### config.mk
export PLATFORM = sky130hd
export DESIGN_NAME = wb_arbiter_2m
export DESIGN_NICKNAME = d
export VERILOG_FILES = /design/src/rtl/wb_arb_pkg.sv /design/src/rtl/wb_arb_watchdog.sv /design/src/rtl/wb_arbiter_2m.sv
export SDC_FILE = /design/constraint.sdc
export NUM_CORES = 1
export LEC_CHECK = 0
export BUFFER_PORTS_ARGS = -buffer_cell sky130_fd_sc_hd__buf_2
export CAP_MARGIN = 20
export CORE_MARGIN = 5
export CORE_UTILIZATION = 29
export DETAILED_ROUTE_END_ITERATION = 8
export PLACE_DENSITY = 0.8
export SYNTH_ARGS = -nofsm -noshare
export SYNTH_HDL_FRONTEND = slang
export SYNTH_SLANG_ARGS = --single-unit
### constraint.sdc
create_clock -name clk_i -period 1.3 [get_ports clk_i]
set_input_delay 0.065 -clock clk_i [delete_from_list [all_inputs] [get_ports clk_i]]
set_output_delay 0.065 -clock clk_i [all_outputs]
set_load 0.005 [all_outputs]
### src/rtl/wb_arb_pkg.sv
// rtl/wb_arb_pkg.sv - shared state, grant and bus-width definitions for wb_arbiter_2m
package wb_arb_pkg;

  localparam int WB_ADR_W = 16;
  localparam int WB_DAT_W = 8;

  typedef enum logic [1:0] {
    IDLE  = 2'd0,
    BUSY  = 2'd1,
    ABORT = 2'd2
  } arb_state_t;

  localparam logic [1:0] GNT_NONE = 2'b00;
  localparam logic [1:0] GNT_M0   = 2'b01;
  localparam logic [1:0] GNT_M1   = 2'b10;

endpackage

### src/rtl/wb_arb_watchdog.sv
// rtl/wb_arb_watchdog.sv - counts unanswered strobe cycles and flags a hung slave
module wb_arb_watchdog
  import wb_arb_pkg::*;
#(
  parameter int TIMEOUT_CYC = 16
) (
  input  logic clk,
  input  logic rst_n,
  input  logic active,
  input  logic stb,
  input  logic resp,
  output logic timeout
);

  logic [7:0] cnt;

  // Fire in the cycle the count has already reached its limit and the slave still has not answered
  assign timeout = active && stb && !resp && (cnt == 8'(TIMEOUT_CYC - 1));

  // Advance on every unanswered strobe cycle; any response, idle strobe, abort or leaving BUSY restarts
  always_ff @(posedge clk or negedge rst_n) begin
    if (!rst_n) begin
      cnt <= '0;
    end else if (!active || !stb || resp || timeout) begin
      cnt <= '0;
    end else begin
      cnt <= cnt + 8'd1;
    end
  end

endmodule

### src/rtl/wb_arbiter_2m.sv
// rtl/wb_arbiter_2m.sv - two-master round-robin Wishbone classic arbiter; optional watchdog via WB_ARB_TIMEOUT_EN
module wb_arbiter_2m
  import wb_arb_pkg::*;
#(
  parameter int TIMEOUT_CYC = 16
) (
  input  logic                clk_i,
  input  logic                rst_i,
  input  logic                m0_cyc_i,
  input  logic                m0_stb_i,
  input  logic                m0_we_i,
  input  logic [WB_ADR_W-1:0] m0_adr_i,
  input  logic [WB_DAT_W-1:0] m0_dat_i,
  output logic [WB_DAT_W-1:0] m0_dat_o,
  output logic                m0_ack_o,
  output logic                m0_err_o,
  output logic                m0_rty_o,
  input  logic                m1_cyc_i,
  input  logic                m1_stb_i,
  input  logic                m1_we_i,
  input  logic [WB_ADR_W-1:0] m1_adr_i,
  input  logic [WB_DAT_W-1:0] m1_dat_i,
  output logic [WB_DAT_W-1:0] m1_dat_o,
  output logic                m1_ack_o,
  output logic                m1_err_o,
  output logic                m1_rty_o,
  output logic                s_cyc_o,
  output logic                s_stb_o,
  output logic                s_we_o,
  output logic [WB_ADR_W-1:0] s_adr_o,
  output logic [WB_DAT_W-1:0] s_dat_o,
  input  logic [WB_DAT_W-1:0] s_dat_i,
  input  logic                s_ack_i,
  input  logic                s_err_i,
  input  logic                s_rty_i,
  output logic [1:0]          gnt_o
);

  arb_state_t          state, state_n;
  logic [1:0]          gnt, gnt_n;
  logic                last_gnt, last_gnt_n;
  logic                own1;
  logic                own_cyc, own_stb, own_we;
  logic [WB_ADR_W-1:0] own_adr;
  logic [WB_DAT_W-1:0] own_dat;
  logic                busy, owned, timeout;
  logic                ack, err, rty;

  assign own1    = gnt[1];
  assign own_cyc = own1 ? m1_cyc_i : m0_cyc_i;
  assign own_stb = own1 ? m1_stb_i : m0_stb_i;
  assign own_we  = own1 ? m1_we_i  : m0_we_i;
  assign own_adr = own1 ? m1_adr_i : m0_adr_i;
  assign own_dat = own1 ? m1_dat_i : m0_dat_i;
  assign busy    = (state == BUSY);
  assign owned   = (gnt != GNT_NONE);

`ifdef WB_ARB_TIMEOUT_EN
  wb_arb_watchdog #(
    .TIMEOUT_CYC(TIMEOUT_CYC)
  ) u_watchdog (
    .clk    (clk_i),
    .rst_n  (rst_i),
    .active (busy),
    .stb    (s_stb_o),
    .resp   (s_ack_i | s_err_i | s_rty_i),
    .timeout(timeout)
  );
`else
  logic unused_timeout_cyc;
  assign unused_timeout_cyc = (TIMEOUT_CYC > 0);
  assign timeout = 1'b0;
`endif

  // Slave side mirrors the owner only in BUSY, so IDLE and ABORT present a quiet bus
  assign s_cyc_o = busy & own_cyc;
  assign s_stb_o = busy & own_stb;
  assign s_we_o  = busy & own_we;
  assign s_adr_o = busy ? own_adr : '0;
  assign s_dat_o = busy ? own_dat : '0;

  // A watchdog abort replaces whatever the slave says with a single error
  assign ack = busy & ~timeout & s_ack_i;
  assign err = busy & (timeout | s_err_i);
  assign rty = busy & ~timeout & s_rty_i;

  assign m0_ack_o = ack & ~own1;
  assign m0_err_o = err & ~own1;
  assign m0_rty_o = rty & ~own1;
  assign m1_ack_o = ack & own1;
  assign m1_err_o = err & own1;
  assign m1_rty_o = rty & own1;
  assign m0_dat_o = owned ? s_dat_i : '0;
  assign m1_dat_o = owned ? s_dat_i : '0;
  assign gnt_o    = gnt;

  // Next-state: round-robin pick in IDLE, hold the owner until its cyc drops
  always_comb begin
    state_n    = state;
    gnt_n      = gnt;
    last_gnt_n = last_gnt;
    case (state)
      IDLE: begin
        if (m0_cyc_i && m1_cyc_i) begin
          state_n = BUSY;
          gnt_n   = last_gnt ? GNT_M0 : GNT_M1;
        end else if (m0_cyc_i) begin
          state_n = BUSY;
          gnt_n   = GNT_M0;
        end else if (m1_cyc_i) begin
          state_n = BUSY;
          gnt_n   = GNT_M1;
        end
      end
      BUSY: begin
        if (!own_cyc) begin
          state_n    = IDLE;
          gnt_n      = GNT_NONE;
          last_gnt_n = own1;
`ifdef WB_ARB_TIMEOUT_EN
        end else if (timeout) begin
          state_n = ABORT;
`endif
        end
      end
`ifdef WB_ARB_TIMEOUT_EN
      ABORT: begin
        if (!own_cyc) begin
          state_n    = IDLE;
          gnt_n      = GNT_NONE;
          last_gnt_n = own1;
        end
      end
`endif
      default: begin
        state_n = IDLE;
        gnt_n   = GNT_NONE;
      end
    endcase
  end

  // State, owner and round-robin history registers
  always_ff @(posedge clk_i or negedge rst_i) begin
    if (!rst_i) begin
      state    <= IDLE;
      gnt      <= GNT_NONE;
      last_gnt <= 1'b1;
    end else begin
      state    <= state_n;
      gnt      <= gnt_n;
      last_gnt <= last_gnt_n;
    end
  end

endmodule
==> results of run 1 <==
placed cells by master, fill, tap and decap left out:
cell / synthesis / routed
clkbuf_1: 1 / 1
a21oi_1: 1 / 1
nor2b_4: 0 / 1
inv_2: 1 / 1
mux2i_4: 0 / 1
buf_6: 2 / 2
nand2b_1: 1 / 1
o21ai_0: 2 / 2
mux2i_2: 1 / 2
buf_2: 1 / 116
and3_1: 3 / 3
buf_4: 11 / 3
dfrtp_2: 0 / 2
nor2_1: 30 / 28
nor3b_2: 1 / 1
clkbuf_4: 0 / 3
dlygate4sd3_1: 0 / 1
dfstp_2: 1 / 1
nor2_4: 0 / 1
nor2_2: 0 / 1
a31o_1: 1 / 1
and2_1: 3 / 3
and2b_1: 5 / 5
a22o_1: 1 / 1
buf_12: 0 / 2
nor2b_1: 5 / 4
nand2_1: 2 / 2
mux2i_1: 27 / 25
dfrtp_1: 3 / 1
routing by layer:
| metal | wire (um) | part of all wire |
|---|---|---|
| met5 | 0 | 0 |
| met4 | 42 | 0.014 |
| met3 | 474 | 0.15 |
| met2 | 1565 | 0.51 |
| met1 | 1010 | 0.33 |
kinds of logic (layout without fill, tap and decap cells):
family | count (synthesis) | count (layout)
buffers and inverters | 16 | 129
AO/OA/AOI/OAI | 5 | 5
AND/OR/NAND/NOR | 50 | 50
flip-flops | 4 | 4
multiplexers | 28 | 28
worst min-delay path, cell delays in order:
cell and delay, ns:
buf_2 0.14, nor2_1 0.09, a21oi_1 0.05
registers in the layout, indices dropped and copies added (netlist names):
| signal | flops |
|---|---|
| gnt_o | 2 |
| last_gnt | 1 |
| state | 1 |
worst max-delay path by stage:
stage / slack [ns] / end / depth (start not counted) / startpoint
finish: -0.05 / s_dat_o[6] / 4 / gnt_o[1]$_DFFE_PN0P_
global route: -0.15 / s_dat_o[6] / 4 / gnt_o[1]$_DFFE_PN0P_
CTS: -0.06 / m0_dat_o[5] / 3 / gnt_o[1]$_DFFE_PN0P_
detailed placement: 0.09 / s_dat_o[6] / 4 / gnt_o[1]$_DFFE_PN0P_
global placement: 0.13 / s_adr_o[11] / 4 / gnt_o[1]$_DFFE_PN0P_
floorplan: 0.08 / m1_dat_o[0] / 4 / gnt_o[1]$_DFFE_PN0P_
power by group:
part	switching, mW	total (mW)	internal, mW	leakage [nW]
combinational	0.611	1.38	0.769	0.828
clock	0.0505	0.166	0.115	0.0150
sequential	0.0698	0.252	0.183	0.0450
stage by stage:
step	TNS, ns	power [mW]	cell area [sq um]	hold WS (ns)
after floorplan	0	1.050	780.7	-0.2306
after global placement	0	1.443	1320	-0.1274
after detailed placement	0	1.458	1320	-0.1253
after CTS	-0.6546	1.717	1396	0.1371
after global routing	-3.750	1.982	1443	0.1491
final	-0.7523	1.798	1443	0.1451
cell type report:
cell class	instances	area (sq um)
sequential	4	103.9
inverter	1	3.754
tap	30	37.54
fill	247	1080
clock buffer	4	26.28
timing repair buffer	124	675.6
multi-input combinational	83	595.6
repair_timing:
action | CTS | global route
hold endpoints to repair | 4 | 0
endpoints found under the setup margin | 48 | 47
gates resized for setup | 9 | 9
buffers inserted | 1 | 1
hold buffers | 1 | 0
==> flow_summary.toml, run 1 <==
[detailed_routing]
firstDrtPassIters = 4
ant_nets = 0
drt_iter0_drc = 29
drcViolationCount = 0
wl_per_cell_um = 12.57
wl_um = 3092
detailroute.via_count = 1124
viasPerCell = 4.569

[critical_path]
cpMaxStageDelayCell = "dfrtp_2"
r2r_cells = 4
worstReg2RegEnd = "gnt_o[0]$_DFFE_PN0P_"
end_kind = "primary output"
worstReg2RegStart = "gnt_o[1]$_DFFE_PN0P_"
slowest_delay_ns = 0.47
crit_chain = "buf_12, mux2i_1, nor2_1, buf_2"
cp.arrival_ns = 1.29
r2r_slack_ns = 0
cp.required_ns = 1.24
cp.buffers_inverters = 2
critPathLaunchType = "flip-flop"
crit_type = "reg2out"
crit_fanout = 18
critPathTopFamily = "flip-flops"

[logic_synthesis]
synth_cell_type_count = 21
synth-seq-cells = 4
synthArstFlopShare = 1.000
netlist_area_sq_um = 780.7
synth_xor_area_frac = 0
synth_common_cells = "30 x nor2_1, 27 x mux2i_1, 11 x buf_4"
seq_area_frac_synth = 0.1298
synth_edf_count = 0
synth_largest_area_cell = "mux2i_1"
synth_ff_type = "dfrtp_1"
synth_fp_nets = 170
synth_top_area_frac = 0.3462
yosysWarnings = 0
synthMuxAreaShare = 0.3638
post_synth_and_or_nand_nor_area_fraction = 0.3141
synth-adder-area-share = 0
syn_area_per_cell_sq_um = 7.580
synth_compound_area_frac = 0.04167
syn_inst = 103
synth_top_family_by_area = "multiplexers"
synth_most_common_cell = "nor2_1"
synthTopCellsByArea = "mux2i_1 35%, nor2_1 14%, buf_4 11%"

[pwr]
leakage_nw = 0.8880
pwr_density_cell_nw_per_um2 = 1247
ir_drop_uv = 868.9

[floorplan]
core_area_sq_um = 2522
placementRows = 18
start_util = 0.3095
die_height_um = 61.89
design.die.area_sq_um = 3830
ios = 118
fp.dieW_um = 61.89

[finish]
postLayoutCoreUtil = 0.5719
final_layout_size_suffix_gt1_frac = 0.6343
syn_to_final_growth_pct = 84.78
diodes = 0
instances_no_fill = 246
layout.nets = 284

[clock_tree]
clkLatencyLatePin_ns = 0.23
clockBufferDepth = 2
cts_tree = "done"
clk_pin_slew_worst_paths_ns = 0.04
cts_buffers = 3
cts_root_buf = "clkbuf_4"
htreeDepth = 1
cts.sinks = 4

[timing]
finalCritPeriodShare = 1.042
worst_slack_ns = -0.05453
slew_violations = 0
worstMarginPinSlew_ns = 0.1956
rsz0062_at_grt = "yes"
period_needed_ns = 1.355
setup_viol = 35
clock_skew_ns = 0.009478
hold_viol_final = 0
max_slew_margin = 0.8693
fmax_mhz = 738.3

[hold_path]
min_from = "m0_cyc_i"
hold_class = "in2reg"
whs_endpoint = "state[0]$_DFFE_PN0P_"
hold_path_depth = 3

[grt]
grtUsageMet2 = 0.2945
grt_max_degree = 21
busiest_layer = "met2"
grt_pass1_vias = 1099
grt.met3_usage = 0.04339
met1_usage = 0.1457
grt_overflow_total = 0
antenna_found_initial = 0
grt.total_usage = 0.1515
grt_pass1_wl_um = 4388

[run]
cap_viol_max_count = 0

[placement]
dp_hpwl_um = 2654
dpl.cell_count = 239
finalWeightedCongestion = 0.7307
pre_cts_ws_ns = 0.09147
port-buffer-count = 117

[outcome]
outcome = "finished, violations left"
violations = "setup timing"
(Power assumes the default switching activity.)
==> run 2, diff against run 1 <==
--- a/config.mk
+++ b/config.mk
@@ -8,9 +8,10 @@
 export BUFFER_PORTS_ARGS = -buffer_cell sky130_fd_sc_hd__buf_2
 export CAP_MARGIN = 20
 export CORE_MARGIN = 5
-export CORE_UTILIZATION = 29
+export CORE_UTILIZATION = 30
+export CTS_BUF_LIST = sky130_fd_sc_hd__clkbuf_4 sky130_fd_sc_hd__clkbuf_8
 export DETAILED_ROUTE_END_ITERATION = 8
-export PLACE_DENSITY = 0.8
+export PLACE_DENSITY = 0.82
 export SYNTH_ARGS = -nofsm -noshare
 export SYNTH_HDL_FRONTEND = slang
 export SYNTH_SLANG_ARGS = --single-unit
==> constraint.sdc (replaced) <==
create_clock -name clk_i -period 1.5 [get_ports clk_i]
set_input_delay 0.075 -clock clk_i [delete_from_list [all_inputs] [get_ports clk_i]]
set_output_delay 0.075 -clock clk_i [all_outputs]
set_load 0.005 [all_outputs]
==> flow_summary.toml, run 2 (synthesized netlist as in run 1, its figures left out) <==
[clock_tree]
clkLatencyLatePin_ns = 0.25
clk_pin_slew_worst_paths_ns = 0.04
htreeDepth = 1
cts_setup_buffers = 0
clockBufferDepth = 2
cts_tree = "done"
cts_buffers = 3
cts.sinks = 4
cts_root_buf = "clkbuf_4"

[detailed_routing]
drt_iter0_drc = 19
wl_um = 3045
detailroute.via_count = 1107
ant_nets = 0
firstDrtPassIters = 4
viasPerCell = 4.556
drcViolationCount = 0
wl_per_cell_um = 12.53

[grt]
grt_overflow_total = 0
grt_pass1_vias = 1017
grt_max_degree = 27
grt.total_usage = 0.1426
antenna_found_initial = 0
grt_pass1_wl_um = 4015

[finish]
fillers = 247
final_layout_size_suffix_gt1_frac = 0.6103
layout.nets = 281
final_common_cell = "buf_2"
instances_no_fill = 243
diodes = 0
largest_reg_flops = 2
final_cell_mix = "117 x buf_2, 29 x nor2_1, 27 x mux2i_1"
ff_latch_area_sq_um = 102.6
multi_input_area_sq_um = 564.3
syn_to_final_growth_pct = 76.92

[placement]
dp_hpwl_um = 2645
dpl.cell_count = 238
port-buffer-count = 117
finalWeightedCongestion = 0.6400

[timing]
rsz0062_at_grt = "no"
period_needed_ns = 1.381
hold_viol_final = 0
finalCritPeriodShare = 0.9205
fmax_mhz = 724.2
clock_skew_ns = 0.008546
setup_tns_ns = 0
max_slew_margin = 0.8260
slew_violations = 0
whs_ns = 0.1400
setup_viol = 0
worstMarginPinSlew_ns = 0.2608

[critical_path]
crit_fanout = 8
end_kind = "primary output"
critPathLaunchType = "flip-flop"
cp.required_ns = 1.42
cp.arrival_ns = 1.31
r2r_slack_ns = 0.38
crit_type = "reg2out"

[floorplan]
placementRows = 18
core_area_sq_um = 2477
die_height_um = 61.02
start_util = 0.3152
fp.dieW_um = 61.02
ios = 118
design.die.area_sq_um = 3723

[pwr]
report.power.total_mw = 1.471
leakage_nw = 0.8688
ir_drop_uv = 674.9
pwr_density_cell_nw_per_um2 = 1065

[run]
cap_viol_max_count = 0

[outcome]
outcome = "finished clean"

[hold_path]
hold_class = "in2reg"
==> run 2: power by group <==
part	switching (mW)	internal, mW
clock network	0.0518	0.118
logic	0.505	0.586
registers	0.0520	0.157
total	0.609	0.862
==> run 2: through the flow <==
stage	instance area, sq um	utilization	setup WS [ns]
floorplan	780.7	-	0.2703
global placement	1325	0.5348	0.2913
detailed placement	1325	0.5348	0.2530
CTS	1369	0.5525	0.002514
global route	1381	0.5576	0.01330
finish	1381	0.5576	0.1192
==> run 2: worst paths after layout <==
kind	from	cells past startpoint	end
worst max register to register	gnt_o[1]$_DFFE_PN0P_	3	gnt_o[0]$_DFFE_PN0P_
worst min register to register	last_gnt$_DFFE_PN1P_	2	last_gnt$_DFFE_PN1P_
worst max-delay path	gnt_o[1]$_DFFE_PN0P_	3	m0_dat_o[5]
worst min-delay path	m0_cyc_i	3	state[0]$_DFFE_PN0P_
min in group asynchronous	rst_i	2	state[0]$_DFFE_PN0P_
max in group asynchronous	rst_i	2	last_gnt$_DFFE_PN1P_
==> run 2: final cells by class <==
type	count	area share
inverter	1	0.002717
clock buffer	4	0.02174
sequential	4	0.07428
timing repair buffer	121	0.4656
multi-input combinational	83	0.4085
tap	30	0.02717
==> run 2: what timing repair did <==
item | CTS | global route
endpoints found under the hold margin | 4 | 0
hold buffers | 1 | 0
endpoints found under the setup margin | 3 | 28
resized for setup | 1 | 4
==> run 2: layer usage <==
metal / GRT usage / wire length (um) / vias up
li1: - / - / 554
met2: 0.2840 / 1677 / 71
met1: 0.1394 / 944 / 477
met3: 0.01677 / 378 / 5
met4: 0.08050 / 45 / 0
met5: 0 / 0 / -
==> run 2: critical path, cell delays in order, from the launching register on <==
cell     delay, ns
dfrtp_2       0.45
nor2_2        0.26
and2b_1       0.23
buf_2         0.12
